[src/rtl/uart_pkg.sv]
// Shared UART definitions: transmitter state encoding and frame-length helper.
package uart_pkg;

    typedef enum logic [2:0] {
        IDLE,
        START,
        DATA,
        PARITY,
        STOP
    } tx_state_t;

    // Clock cycles in one complete frame (start + data + parity + stop bits).
    function automatic int unsigned frame_cycles(
        input int unsigned clk_div,
        input int unsigned data_bits,
        input int unsigned parity_bits,
        input int unsigned stop_bits
    );
        return (1 + data_bits + parity_bits + stop_bits) * clk_div;
    endfunction

endpackage

[src/rtl/uart_sync_fifo.sv]
// Synchronous FIFO with registered occupancy flags and a write-overflow pulse.
module uart_sync_fifo #(
    parameter int unsigned WIDTH = 8,
    parameter int unsigned DEPTH = 4
) (
    input  logic             clk,
    input  logic             rst_n,
    input  logic             wr_en,
    input  logic [WIDTH-1:0] wr_data,
    input  logic             rd_en,
    output logic [WIDTH-1:0] rd_data_c,
    output logic             full,
    output logic             empty,
    output logic             overflow
);

    localparam int unsigned PTR_W = $clog2(DEPTH);
    localparam int unsigned CNT_W = $clog2(DEPTH + 1);

    if (DEPTH < 2 || (DEPTH & (DEPTH - 1)) != 0) begin : g_cfg_err
        $error("uart_sync_fifo: DEPTH must be a power of two and at least 2");
    end

    logic [WIDTH-1:0] mem [DEPTH];
    logic [PTR_W-1:0] wr_ptr;
    logic [PTR_W-1:0] rd_ptr;
    logic [CNT_W-1:0] count;
    logic [CNT_W-1:0] count_next_c;
    logic             wr_ok_c;
    logic             rd_ok_c;

    // A full FIFO drops the write even when a pop frees a slot this cycle.
    assign wr_ok_c   = wr_en && !full;
    assign rd_ok_c   = rd_en && !empty;
    assign rd_data_c = mem[rd_ptr];

    always_comb begin
        count_next_c = count;
        if (wr_ok_c && !rd_ok_c) begin
            count_next_c = count + CNT_W'(1);
        end else if (!wr_ok_c && rd_ok_c) begin
            count_next_c = count - CNT_W'(1);
        end
    end

    always_ff @(posedge clk or negedge rst_n) begin
        if (!rst_n) begin
            wr_ptr   <= '0;
            rd_ptr   <= '0;
            count    <= '0;
            full     <= 1'b0;
            empty    <= 1'b1;
            overflow <= 1'b0;
        end else begin
            if (wr_ok_c) begin
                wr_ptr <= wr_ptr + PTR_W'(1);
            end
            if (rd_ok_c) begin
                rd_ptr <= rd_ptr + PTR_W'(1);
            end
            count    <= count_next_c;
            full     <= (count_next_c == CNT_W'(DEPTH));
            empty    <= (count_next_c == '0);
            overflow <= wr_en && full;
        end
    end

    // Storage has no reset; contents are dead once the pointers clear.
    always_ff @(posedge clk) begin
        if (wr_ok_c) begin
            mem[wr_ptr] <= wr_data;
        end
    end

endmodule

[src/rtl/uart_tx_fifo.sv]
// UART transmitter fed by a FIFO; frames are sent back-to-back while data is queued.
// Define UART_TX_PARITY_EN to add a parity bit (even, or odd with PARITY_ODD=1).
module uart_tx_fifo
    import uart_pkg::*;
#(
    parameter int unsigned CLK_DIV    = 2604,
    parameter int unsigned DATA_BITS  = 8,
    parameter int unsigned STOP_BITS  = 1,
    parameter int unsigned FIFO_DEPTH = 4,
    parameter int unsigned PARITY_ODD = 0
) (
    input  logic                 clk,
    input  logic                 rst_n,
    input  logic                 wr_en,
    input  logic [DATA_BITS-1:0] wr_data,
    output logic                 full,
    output logic                 empty,
    output logic                 busy,
    output logic                 tx_done,
    output logic                 overflow,
    output logic                 TX
);

    localparam int unsigned BAUD_W = $clog2(CLK_DIV);
    localparam int unsigned BIT_W  = $clog2(DATA_BITS + 1);

    if (CLK_DIV < 4 || DATA_BITS < 5 || DATA_BITS > 9 ||
        (STOP_BITS != 1 && STOP_BITS != 2) || PARITY_ODD > 1) begin : g_cfg_err
        $error("uart_tx_fifo: illegal parameter combination");
    end

    tx_state_t            state;
    logic [BAUD_W-1:0]    baud_cnt;
    logic [BIT_W-1:0]     bit_cnt;
    logic [DATA_BITS-1:0] shreg;
    logic [DATA_BITS-1:0] fifo_data_c;
    logic                 baud_last_c;
    logic                 baud_pre_last_c;
    logic                 data_last_c;
    logic                 stop_last_c;
    logic                 pop_c;
`ifdef UART_TX_PARITY_EN
    logic                 par_q;
`endif

    uart_sync_fifo #(
        .WIDTH (DATA_BITS),
        .DEPTH (FIFO_DEPTH)
    ) u_fifo (
        .clk       (clk),
        .rst_n     (rst_n),
        .wr_en     (wr_en),
        .wr_data   (wr_data),
        .rd_en     (pop_c),
        .rd_data_c (fifo_data_c),
        .full      (full),
        .empty     (empty),
        .overflow  (overflow)
    );

    assign baud_last_c     = (baud_cnt == BAUD_W'(CLK_DIV - 1));
    assign baud_pre_last_c = (baud_cnt == BAUD_W'(CLK_DIV - 2));
    assign data_last_c     = (bit_cnt == BIT_W'(DATA_BITS - 1));
    assign stop_last_c     = (bit_cnt == BIT_W'(STOP_BITS - 1));

    // Pop when idle, or at the very end of a frame so the next start bit follows with no gap.
    assign pop_c = !empty &&
                   ((state == IDLE) || (state == STOP && baud_last_c && stop_last_c));

    always_ff @(posedge clk or negedge rst_n) begin
        if (!rst_n) begin
            state    <= IDLE;
            baud_cnt <= '0;
            bit_cnt  <= '0;
            shreg    <= '0;
            busy     <= 1'b0;
            tx_done  <= 1'b0;
            TX       <= 1'b1;
`ifdef UART_TX_PARITY_EN
            par_q    <= 1'b0;
`endif
        end else begin
            tx_done <= 1'b0;
            if (state != IDLE) begin
                baud_cnt <= baud_cnt + BAUD_W'(1);
            end

            case (state)
                IDLE: begin
                    if (pop_c) begin
                        state    <= START;
                        baud_cnt <= '0;
                        bit_cnt  <= '0;
                        shreg    <= fifo_data_c;
                        busy     <= 1'b1;
                        TX       <= 1'b0;
`ifdef UART_TX_PARITY_EN
                        par_q    <= (^fifo_data_c) ^ 1'(PARITY_ODD);
`endif
                    end
                end

                START: begin
                    if (baud_last_c) begin
                        state    <= DATA;
                        baud_cnt <= '0;
                        bit_cnt  <= '0;
                        TX       <= shreg[0];
                    end
                end

                DATA: begin
                    if (baud_last_c) begin
                        baud_cnt <= '0;
                        shreg    <= shreg >> 1;
                        if (data_last_c) begin
                            bit_cnt <= '0;
`ifdef UART_TX_PARITY_EN
                            state   <= PARITY;
                            TX      <= par_q;
`else
                            state   <= STOP;
                            TX      <= 1'b1;
`endif
                        end else begin
                            bit_cnt <= bit_cnt + BIT_W'(1);
                            TX      <= shreg[1];
                        end
                    end
                end

`ifdef UART_TX_PARITY_EN
                PARITY: begin
                    if (baud_last_c) begin
                        state    <= STOP;
                        baud_cnt <= '0;
                        bit_cnt  <= '0;
                        TX       <= 1'b1;
                    end
                end
`endif

                STOP: begin
                    // Registered pulse lands on the final cycle of the last stop bit.
                    if (stop_last_c && baud_pre_last_c) begin
                        tx_done <= 1'b1;
                    end
                    if (baud_last_c) begin
                        baud_cnt <= '0;
                        bit_cnt  <= '0;
                        if (!stop_last_c) begin
                            bit_cnt <= bit_cnt + BIT_W'(1);
                        end else if (pop_c) begin
                            state <= START;
                            shreg <= fifo_data_c;
                            TX    <= 1'b0;
`ifdef UART_TX_PARITY_EN
                            par_q <= (^fifo_data_c) ^ 1'(PARITY_ODD);
`endif
                        end else begin
                            state <= IDLE;
                            busy  <= 1'b0;
                        end
                    end
                end

                default: begin
                    state    <= IDLE;
                    baud_cnt <= '0;
                    bit_cnt  <= '0;
                    busy     <= 1'b0;
                    TX       <= 1'b1;
                end
            endcase
        end
    end

endmodule

[config.mk]
export PLATFORM = sky130hd
export DESIGN_NAME = uart_tx_fifo
export DESIGN_NICKNAME = d
export VERILOG_FILES = /design/src/rtl/uart_pkg.sv /design/src/rtl/uart_sync_fifo.sv /design/src/rtl/uart_tx_fifo.sv
export SDC_FILE = /design/constraint.sdc
export NUM_CORES = 1
export LEC_CHECK = 0
export CELL_PAD_IN_SITES_DETAIL_PLACEMENT = 1
export CELL_PAD_IN_SITES_GLOBAL_PLACEMENT = 1
export CORE_ASPECT_RATIO = 1.5
export CORE_MARGIN = 2
export CORE_UTILIZATION = 44
export DETAILED_ROUTE_END_ITERATION = 10
export PLACE_DENSITY_LB_ADDON = 0.05
export SLEW_MARGIN = 20
export SYNTH_ARGS = -nofsm -noshare
export SYNTH_HDL_FRONTEND = slang
export SYNTH_HIERARCHICAL = 1
export SYNTH_SLANG_ARGS = --single-unit
[constraint.sdc]
create_clock -name clk -period 2.27 [get_ports clk]
set_input_delay 0.681 -clock clk [delete_from_list [all_inputs] [get_ports clk]]
set_output_delay 0.681 -clock clk [all_outputs]
set_load 0.02 [all_outputs]
==> results.cfg, run 1 <==
[timing]
rsz0062_at_grt = yes
finClkSkew_ps = 8.83
final.setup.tns_ps = 0
drv_slew = 0
relSlewSlack_pct = 60.0
final-setup-viol-count = 0
hold_violations = 0
fin_crit_ps = 2220
period_share_pct = 97.6
worstMarginPinSlew_ps = 599
clock.fmax_mhz = 451

[synth]
ys_ff_latch = 72
synth_top_area_cell = edfxtp_1
post-synth-top-area-fraction_pct = 27.4
yosys_warnings = 6
synth_flop_cell = dfrtp_1
syn_nets = 308
ys_types = 55
synth.area.top_cells = edfxtp_1 27%, dfrtp_1 27%, mux4_2 5.1%
yosysSeqAreaShare_pct = 56.0
async_flop_share_pct = 55.6
avgSynthCellArea_um2 = 12.2
yosys-top-cells-count = 39 x nand2_1, 38 x dfrtp_1, 32 x edfxtp_1
yosysMostFrequentCell = nand2_1
syn_inst = 287
synth_area_um2 = 3510
synth_edf_count = 32

[route]
viasPerCell = 5.28
via_count = 2280
post_drt_wl_per_cell_um = 16.2
first_pass_iters = 3
antenna_left = 0
drc = 0
first_iter_violations = 90
postRouteWirelength_um = 7010

[global_route]
grt_pass1_vias = 2600
grt_pass1_wl_um = 12600
gr-total-overflow = 0
use_met1_pct = 20.9
grt.busiest_layer = met2
use_met2_pct = 34.0
grt_start_max_net_pins = 22
use_met3_pct = 3.24
gr-usage-all-layers_pct = 18.5
antenna_found_initial = 0

[power]
p_total_uw = 4540
p_leak_uw = 0.00172
powerDensity_nw_per_um2 = 1080
irDropWorstVdd_uv = 707

[place]
port_buffers = 16
placed_area_um2 = 3890
place.gp.congestion = 0.780
place_hpwl_um = 5190

[setup_path]
critical-path-max-stage-delay_ps = 430
r2r_slack_ps = 50
ff2ff_path_depth = 8
critPathSlowestCell = or4_4
crit_path_start = baud_cnt[6]
end_kind = register
r2r_start = baud_cnt[6]
path_cells = nor4b_2, and4_1, a31o_2, and2_4, and2b_2, nor2_2, or4_4, a211oi_2
arrival_ps = 2460
cp_max_fo = 5
cp-start-kind = register
rr_endpoint = u_fifo/full
path_class = register to register
worst-endpoint-required_ps = 2510

[cells_and_area]
area_growth_pct = 19.9
drive_gt1_share_pct = 26.4
diodes = 0
fin_nets = 346
final_area_um2 = 4210

[die]
core_area_um2 = 7660
dieWidth_um = 76.9
start_util_pct = 45.8
floorplan.die.height_um = 113
dieArea_um2 = 8720
rows = 39
io_pins = 17

[clocking]
cts.clk_slew.worst_paths_ps = 60
cts_buffers = 9
cts_tree = yes
root_buffer = clkbuf_16
cts_sinks = 72
clk_path_buf_depth = 2
cts_hold_buffers = 0
clock_latency_ps = 330
cts_max_level = 3

[run_status]
status = finished clean

[worst_hold_path]
min-delay-path-class = primary input to async pin

[job]
maxCapViolations = 0
==> through the flow <==
step           setup WS (ps)  cells  hold WS [ps]  util, %
3_3_place_gp            53.5    414           489     50.8
5_1_grt                -60.4    432           357     54.9
6_report                54.1    432           328     54.9
2_1_floorplan           13.1    287           385        -
3_5_place_dp            21.0    414           488     50.8
4_1_cts                 8.64    431           339     54.6
==> logic make-up (layout without fill, tap and decap cells) <==
logic type | count (synthesis) | in the layout | synth area share, %
AND/OR/NAND/NOR | 118 | 118 | 17.6
flip-flops | 72 | 72 | 56.0
AO/OA/AOI/OAI | 29 | 29 | 6.13
buffers and inverters | 23 | 66 | 3.35
multiplexers | 18 | 18 | 9.09
XOR/XNOR | 17 | 17 | 4.24
adder cells (fa/ha/maj) | 10 | 10 | 3.57
==> layout make-up <==
cell class	count	area, µm²
clock buffer	9	225
clock inverter	7	55.1
fill	795	3450
inverter	11	41.3
multi-input combinational	192	1450
sequential	72	1960
tap	102	128
timing repair buffer	39	339
==> what timing repair did <==
action	CTS	global route
pin swaps	1	4
endpoints found under the setup margin	2	4
gates resized for setup	2	5
cloned	0	0
setup buffers	1	1
==> report_power, final <==
| part | switching, µW | internal (µW) |
|---|---|---|
| clock | 547 | 748 |
| sequential | 275 | 1720 |
| combinational | 571 | 680 |
| total | 1390 | 3150 |
==> layout by cell type, fill, tap and decap left out, types with 5 or more instances in the layout <==
cell	n
nand3_1	5
xor2_1	6
a21oi_1	7
mux4_2	8
nand4_1	6
nor3_1	6
nand2_1	39
nor2_1	25
mux2_4	7
clkbuf_16	9
xnor2_1	11
and2_2	5
buf_4	22
dfrtp_1	38
edfxtp_1	32
inv_1	11
ha_1	10
clkdlybuf4s50_1	14
==> worst max-delay path by stage <==
stage	end	slack (ps)	depth (start not counted)
final	u_fifo/full	50	8
after global routing	u_fifo/full	-60	8
after global placement	u_fifo/full	50	9
after detailed placement	u_fifo/full	20	8
after floorplan	u_fifo/full	10	9
after CTS	u_fifo/full	9	8
==> state kept, by name, indices dropped and copies added, names as in the netlist <==
signal and cells:
u_fifo/count 3, u_fifo/full 1, u_fifo/wr_ptr 2, baud_cnt 12
shreg 8, state 3, bit_cnt 4, tx_done 1
busy 1, u_fifo/mem 32, u_fifo/rd_ptr 2, u_fifo/empty 1
TX 1, u_fifo/overflow 1
==> critical path, delay by kind of cell (launching register included) <==
family,cells,cell delay (ps)
flip-flops,1,390
AO/OA/AOI/OAI,2,350
AND/OR/NAND/NOR,6,1390
==> per-layer routing <==
layer | part of all wire (%) | vias up
met4 | 2.4 | 0
met1 | 40 | 1154
met2 | 56 | 23
li1 | - | 1091
met3 | 1.9 | 12
met5 | 0 | -
Note: power is estimated with default switching activity, not from simulation.
==> run 2: changes to the inputs <==
- CORE_UTILIZATION: 44 -> 30
==> results.cfg, run 2 (same netlist as run 1, synthesis figures left out) <==
[run_status]
status = finished clean

[setup_path]
cp_num_buf_inv = 0
crit_cells = 8
crit_path_start = baud_cnt[7]
worst-endpoint-required_ps = 2510
rr_endpoint = u_fifo/full
cp_top_family = simple AND/OR/NAND/NOR gates
ff2ff_path_depth = 8
end_kind = register
r2r_start = baud_cnt[7]
critPathSlowestCell = or4_4
critical-path-max-stage-delay_ps = 430
path_cells = nor4b_2, and4_1, a31o_2, and2_4, and2b_2, nor2_2, or4_4, a211oi_2
cp_max_fo = 5
cp-start-kind = register
arrival_ps = 2480
endpoint = u_fifo/full
path_class = register to register
r2r_slack_ps = 30

[timing]
worstMarginPinSlew_ps = 464
clock.fmax_mhz = 447
relSlewSlack_pct = 69.0
finClkSkew_ps = 8.83
holdWs_ps = 132
drv_slew = 0
fin_crit_ps = 2240
period_share_pct = 98.6
hold_violations = 0
final-setup-viol-count = 0
rsz0062_at_grt = yes

[power]
p_leak_uw = 0.00175
p_total_uw = 4700
p_comb_share_pct = 28.0
p_sw_share_pct = 30.6
seq_power_share_pct = 41.3
irDropWorstVdd_uv = 599
intPower_uw = 3260
clock_power_share_pct = 30.7
powerDensity_nw_per_um2 = 1090
p_sw_uw = 1440

[route]
viasPerCell = 4.75
postRouteWirelength_um = 7920
antenna_left = 0
first_iter_violations = 39
via_count = 2308
post_drt_wl_per_cell_um = 16.3
first_pass_iters = 2
drc = 0

[cells_and_area]
area_growth_pct = 23.2
drive_gt1_share_pct = 27.1
fin_nets = 352
top_register = u_fifo/mem
final_cell_mix = 39 x nand2_1, 38 x dfrtp_1, 32 x edfxtp_1, 28 x buf_4, 24 x nor2_1
reg_top3 = u_fifo/mem x32, baud_cnt x12, shreg x8
diodes = 0
largest_reg_flops = 32
final_common_cell = nand2_1

[clocking]
cts_max_level = 3
clock_latency_ps = 330
root_buffer = clkbuf_16
cts_buffers = 9
cts_tree = yes
clk_path_buf_depth = 2
cts_hold_buffers = 0
cts.clk_slew.worst_paths_ps = 60
cts_sinks = 72

[worst_hold_path]
min-delay-path-class = primary input to async pin

[global_route]
grt.busiest_layer = met2
antenna_found_initial = 0
gr-total-overflow = 0
gr-usage-all-layers_pct = 14.2
grt_start_max_net_pins = 40
use_met2_pct = 25.9
grt_pass1_vias = 2614
grt_pass1_wl_um = 13400
use_met1_pct = 16.0
use_met3_pct = 2.77

[place]
port_buffers = 16
place.gp.congestion = 0.756
place_hpwl_um = 5840

[job]
maxCapViolations = 0

[die]
dieWidth_um = 92.3
floorplan.die.height_um = 136
dieArea_um2 = 12600
core_area_um2 = 11500
rows = 48
start_util_pct = 30.6
io_pins = 17
-- run 2: worst min-delay path by stage --
| stage | to | cells after the start |
|---|---|---|
| after floorplan | baud_cnt[0] | 0 |
| after global placement | baud_cnt[6] | 1 |
| after CTS | baud_cnt[6] | 1 |
| final | baud_cnt[6] | 1 |
| after detailed placement | baud_cnt[6] | 1 |
| after global routing | baud_cnt[6] | 1 |
-- run 2: metal layers --
layer  part of all wire [%]  wire (µm)
met2                     56       4420
met3                    1.9        152
met4                    1.8        143
met1                     40       3200
met5                      0          0
-- run 2: cell type report --
class | instances | area (µm²)
clock buffer | 9 | 225
clock inverter | 7 | 78.8
fill | 1226 | 7150
inverter | 11 | 41.3
multi-input combinational | 192 | 1440
sequential | 72 | 1960
tap | 150 | 188
timing repair buffer | 45 | 385
-- run 2: what timing repair did --
item                       CTS  global route
setup buffers                0             0
pin swaps                    3             2
setup endpoints to repair    1             3
resized for setup            0             3
-- run 2: metrics by stage --
step | instance area, µm² | setup WS, ps | utilization [%] | std cells | TNS, ps
after floorplan | 3510 | 13.1 | - | 287 | 0
after global placement | 4010 | 58.6 | 34.9 | 470 | 0
after detailed placement | 4010 | -12.7 | 34.9 | 470 | -12.7
after CTS | 4310 | 8.36 | 37.6 | 486 | 0
after global routing | 4320 | -93.9 | 37.7 | 486 | -103
final | 4320 | 32.1 | 37.7 | 486 | 0
-- run 2: power groups by stage --
stage	registers (µW)	logic, µW	clock network, µW
finish	1940	1320	1440
global route	2000	1480	1550
CTS	1960	1350	1490
detailed placement	1980	1330	0
global placement	1970	1330	0
floorplan	1930	927	0
